`src/rtl/dmem_arbiter.sv`:
```
// Data memory arbiter: shares the single-port data memory between the
// pipeline MEM stage (priority) and an external requester. The external
// port uses idle MEM-stage cycles. If it is blocked for STARVE_LIMIT cycles
// in a row, the core is stalled for one cycle and the external port is served.
//
// state    | meaning
// ---------+-----------------------------------------------------------
// S_NORMAL | core owns memory when active, ext served on idle cycles
// S_FORCE  | one-cycle forced ext grant, core stalled
module dmem_arbiter #(
    parameter int STARVE_LIMIT = 4,
    parameter int AW           = 32,
    parameter int DW           = 32
) (
    input  logic          clk,
    input  logic          reset,
    input  logic          core_we,
    input  logic          core_re,
    input  logic [AW-1:0] core_addr,
    input  logic [DW-1:0] core_wdata,
    output logic [DW-1:0] core_rdata,
    output logic          core_stall,
    input  logic          ext_valid,
    output logic          ext_ready,
    input  logic          ext_we,
    input  logic [AW-1:0] ext_addr,
    input  logic [DW-1:0] ext_wdata,
    output logic          ext_rvalid,
    output logic [DW-1:0] ext_rdata,
    output logic          mem_we,
    output logic [AW-1:0] mem_addr,
    output logic [DW-1:0] mem_wdata,
    input  logic [DW-1:0] mem_rdata,
    output logic          grant_ext
);

    localparam int WCW = $clog2(STARVE_LIMIT + 1);
    localparam logic [WCW-1:0] LIMIT = WCW'(STARVE_LIMIT);

    localparam logic [0:0] S_NORMAL = 1'b0;
    localparam logic [0:0] S_FORCE  = 1'b1;

    logic [0:0]     state_q, state_d;
    logic [WCW-1:0] wcnt_q, wcnt_d;
    logic           rvalid_q, rvalid_d;
    logic [DW-1:0]  rdata_q, rdata_d;

    logic           core_active;
    logic           in_force;
    logic           handshake;
    logic [WCW-1:0] wcnt_inc;

    assign core_active = core_we | core_re;
    assign in_force    = (state_q == S_FORCE);
    assign wcnt_inc    = wcnt_q + WCW'(1);

    // Ownership and memory port steering; grants are masked while reset is
    // held so nothing reaches the memory before the FSM is running.
    always_comb begin
        grant_ext  = 1'b0;
        ext_ready  = 1'b0;
        core_stall = 1'b0;
        mem_we     = 1'b0;
        mem_addr   = core_addr;
        mem_wdata  = core_wdata;
        if (in_force) begin
            core_stall = 1'b1;
            grant_ext  = 1'b1;
            ext_ready  = ext_valid;
        end else if (!core_active && ext_valid) begin
            grant_ext  = 1'b1;
            ext_ready  = 1'b1;
        end
        if (!reset) begin
            grant_ext  = 1'b0;
            ext_ready  = 1'b0;
            core_stall = 1'b0;
        end
        if (grant_ext) begin
            // A forced grant without a valid request must not write.
            mem_we    = ext_we & ext_valid;
            mem_addr  = ext_addr;
            mem_wdata = ext_wdata;
        end else if (core_active && reset) begin
            mem_we    = core_we;
        end
    end

    assign handshake  = ext_valid & ext_ready;
    assign core_rdata = mem_rdata;
    assign ext_rvalid = rvalid_q;
    assign ext_rdata  = rdata_q;

    // Starvation counter, FSM next state and read response capture.
    always_comb begin
        state_d  = S_NORMAL;
        wcnt_d   = wcnt_q;
        rvalid_d = handshake & ~ext_we;
        rdata_d  = rdata_q;
        if (in_force || !ext_valid || handshake) begin
            wcnt_d = '0;
        end else if (wcnt_q < LIMIT) begin
            wcnt_d = wcnt_inc;
            if (wcnt_inc == LIMIT) begin
                state_d = S_FORCE;
            end
        end
        if (handshake && !ext_we) begin
            rdata_d = mem_rdata;
        end
    end

    // State registers; async reset drops any in-flight read response.
    always_ff @(posedge clk or negedge reset) begin
        if (!reset) begin
            state_q  <= S_NORMAL;
            wcnt_q   <= '0;
            rvalid_q <= 1'b0;
            rdata_q  <= '0;
        end else begin
            state_q  <= state_d;
            wcnt_q   <= wcnt_d;
            rvalid_q <= rvalid_d;
            rdata_q  <= rdata_d;
        end
    end

endmodule

```
`config.mk`:
```
export PLATFORM = sky130hd
export DESIGN_NAME = dmem_arbiter
export DESIGN_NICKNAME = d
export VERILOG_FILES = /design/src/rtl/dmem_arbiter.sv
export SDC_FILE = /design/constraint.sdc
export NUM_CORES = 1
export LEC_CHECK = 0
export CORE_AREA = 2 2 116 118
export DETAILED_ROUTE_END_ITERATION = 16
export DIE_AREA = 0 0 118 120
export GPL_TIMING_DRIVEN = 1
export PLACE_DENSITY_LB_ADDON = 0.3
export SLEW_MARGIN = 20
export SYNTH_ARGS = -nofsm -noshare
export SYNTH_HDL_FRONTEND = slang
export SYNTH_SLANG_ARGS = --single-unit
export TNS_END_PERCENT = 10
```
`constraint.sdc`:
```
create_clock -name clk -period 2.2 [get_ports clk]
set_clock_uncertainty 0.15 [all_clocks]
set_input_delay 0.55 -clock clk [delete_from_list [all_inputs] [get_ports clk]]
set_output_delay 0.55 -clock clk [all_outputs]
set_load 0.1 [all_outputs]
```
==> results of run 1 <==
## logic make-up (layout without fill, tap and decap cells)
family,after synthesis,in the layout,share of synthesized area [%]
adders and majority gates,2,2,0.950
DFF,37,37,35.1
buffers and inverters,46,332,12.8
AOI/OAI and AO/OA,5,5,1.85
xor gates and xnor gates,1,1,0.332
muxes,97,97,47.1
and+or+nand+nor,10,10,1.85
## through the flow
stage	power [mW]	setup TNS (ps)
floorplan	3.07	-19600
global placement	4.26	-47910
global route	5.14	-24550
CTS	5.02	-25610
finish	4.98	-22570
detailed placement	4.28	-47530
## sequential cells by signal, summed over array words and instances, names as in the netlist
name and flops:
in_force 1, ext_rvalid 1, wcnt_q 3, ext_rdata 32
## report_power, final
| group | leakage, nW | total, mW | internal, mW | switching [mW] |
|---|---|---|---|---|
| registers | 0.460 | 0.920 | 0.825 | 0.0951 |
| logic | 2.55 | 3.36 | 1.15 | 2.21 |
| clock network | 0.0700 | 0.692 | 0.444 | 0.247 |
## cells in the final DEF, fill, tap and decap left out, drive strengths merged
master | netlist | final
nand2b | 1 | 1
mux2 | 96 | 96
a32oi | 1 | 1
xor2 | 1 | 1
dfrtp | 37 | 37
a211o | 1 | 1
a21boi | 1 | 1
buf | 42 | 157
inv | 4 | 4
clkdlybuf4s50 | 0 | 161
nor3 | 1 | 1
and2 | 1 | 1
nor2b | 1 | 1
clkdlybuf4s15 | 0 | 1
nand2 | 1 | 1
o2111ai | 1 | 1
nor2 | 5 | 5
ha | 2 | 2
clkbuf | 0 | 9
mux2i | 1 | 1
a31o | 1 | 1
## worst register-to-register path, stage by stage, from the launching register on
cell       delay (ps)
dfrtp_1           370
buf_4             160
o2111ai_4         220
buf_12            240
mux2_2            390
## metal layers
layer / vias to the layer above / part of all wire (%)
met1: 1273 / 37
met3: 8 / 11
met2: 172 / 51
met5: - / 0
met4: 0 / 1.1
li1: 1245 / -
## what timing repair did
action                                  4_1_cts  5_1_grt
buffers inserted                              4        5
pin swaps                                     3        3
cloned                                        3        0
resized for setup                            18       10
endpoints found under the setup margin       67       67
## final cells by class
type                    instances  area [um^2]
clock buffers                   7          143
fillers                      1089         5970
inverters                       4         15.0
multi-input cells             115         1430
flip-flops and latches         37          926
well taps                     176          220
repair buffers                321         4290
## worst min path at each step
stage,start,to,slack (ps),cells past startpoint
2_1_floorplan,reset,ext_rdata[0],100,0
3_3_place_gp,ext_rdata[13],ext_rdata[13],340,1
3_5_place_dp,ext_rdata[2],ext_rdata[2],350,1
4_1_cts,reset,wcnt_q[1],140,2
5_1_grt,reset,ext_rdata[23],200,3
6_report,reset,ext_rvalid,190,3
==> out/metrics.cfg, run 1 <==
[worst_setup_path]
r2r_slack_ps = 560
cp_max_fo = 8
crit_required_ps = 1500
crit_type = input pin to output port
cp_num_buf_inv = 5
r2r_end = ext_rdata[5]
start_kind = input pin
cp-endpoint = mem_wdata[23]
crit_family = buffers and inverters
crit_chain = buf_8 -> and2_4 -> a31o_4 -> buf_6 -> buf_12 -> buf_16 -> mux2_4 -> buf_12
cp.depth = 8
slowest_delay_ps = 320
critical_path.most_common_cell = buf_12
ff2ff_path_depth = 4
reg2reg_from = in_force
crit_slowest_cell = mux2_4
critical_path.endpoint_type = output port
worstPathArrival_ps = 1920
startpoint = reset

[power]
power_density_nw_per_um2 = 709
leakage_nw = 3.08
peakVddDrop_mv = 0.731

[yosys]
synth_top_cell_area_share_pct = 35.1
ys.flop_type = dfrtp_1
ys_seq_area_share_pct = 35.1
ys_top_cells_by_area = dfrtp_1, mux2_2, mux2_4
syn_inst = 198
synth_common_cells = mux2_2, mux2_4, dfrtp_1
synth_area_um2 = 2640
avgSynthCellArea_um2 = 13.3
synth_nets = 366
synth_edf_count = 0
synthArstFlopShare_pct = 100
ys_types = 21
synth.largest_area_cell = dfrtp_1
synth-seq-cells = 37
ys.warnings.count = 0
synth.most_common_cell = mux2_2

[timing]
max_slew_margin_pct = 79.7
maxSlewViolCount = 0
rsz0062_at_grt = true
finalHoldViolCount = 0
fin_hold_ws_ps = 188
worst_slack_ps = -423
worstMarginPinSlew_ps = 304
fmax_mhz = 381
period_needed_ps = 2620
fin_crit_sh_pct = 119
setup_viol_count_final = 67

[drt]
drt_iter0_markers = 64
remaining_drc_errors = 0
wirelength_um = 12700
ant_nets = 0
avgRoutedWirePerCell_um = 19.2
vias = 2698
detail_route.vias_per_cell = 4.09
first_pass_iters = 4

[place]
io_buffer_count = 298
numPlacedInstances = 641
dp_hpwl_um = 10400
pre_cts_ws_ps = -713
placed_cell_area_um2 = 6660
gp_congestion = 0.827

[cells_and_area]
stdcell_count = 660
post-route-cell-area_um2 = 7010
post-route-util_pct = 54.0
drive_gt1_share_pct = 55.2
areaGrowthSynthToFinish_pct = 166
diodes = 0
nets = 652

[outcome]
status = finished, violations left
violations = negative setup slack

[grt]
grt_overflow_total = 0
met2_usage_pct = 31.5
grt_pass1_wl_um = 19100
grt_busiest_layer = met2
grt_use_met3_pct = 7.60
antenna_found_initial = 1
grt_max_degree = 41
grt_pass1_vias = 2979
grt_usage_pct = 17.8
met1_usage_pct = 19.8

[min_path]
hold_class = input pin to async pin

[cts]
cts_tree = built
insertion_delay_ps = 270
holdBufCountCts = 0
cts-root-buf = clkbuf_16
clock_path_buffers = 2
tritoncts.num_buffers = 5
cts_max_level = 2
cts_sinks = 37
clkTransAtPathRegs_ps = 50

[run]
cap_violations = 0

[floorplan]
die_w_um = 118
dieArea_um2 = 14200
io_pins = 299
rows = 42
dieHeight_um = 120
core_um2 = 13000
start_util_pct = 20.3

(Power assumes the default switching activity.)
==> inputs of run 2 (changes only) <==
--- a/config.mk
+++ b/config.mk
@@ -10,7 +10,8 @@
 export DIE_AREA = 0 0 118 120
 export GPL_TIMING_DRIVEN = 1
 export PLACE_DENSITY_LB_ADDON = 0.3
-export SLEW_MARGIN = 20
+export RECOVER_POWER = 100
+export SLEW_MARGIN = 25
 export SYNTH_ARGS = -nofsm -noshare
 export SYNTH_HDL_FRONTEND = slang
 export SYNTH_SLANG_ARGS = --single-unit
==> results of run 2 <==
Final layout, timing and power as in run 1 (identical DEF).
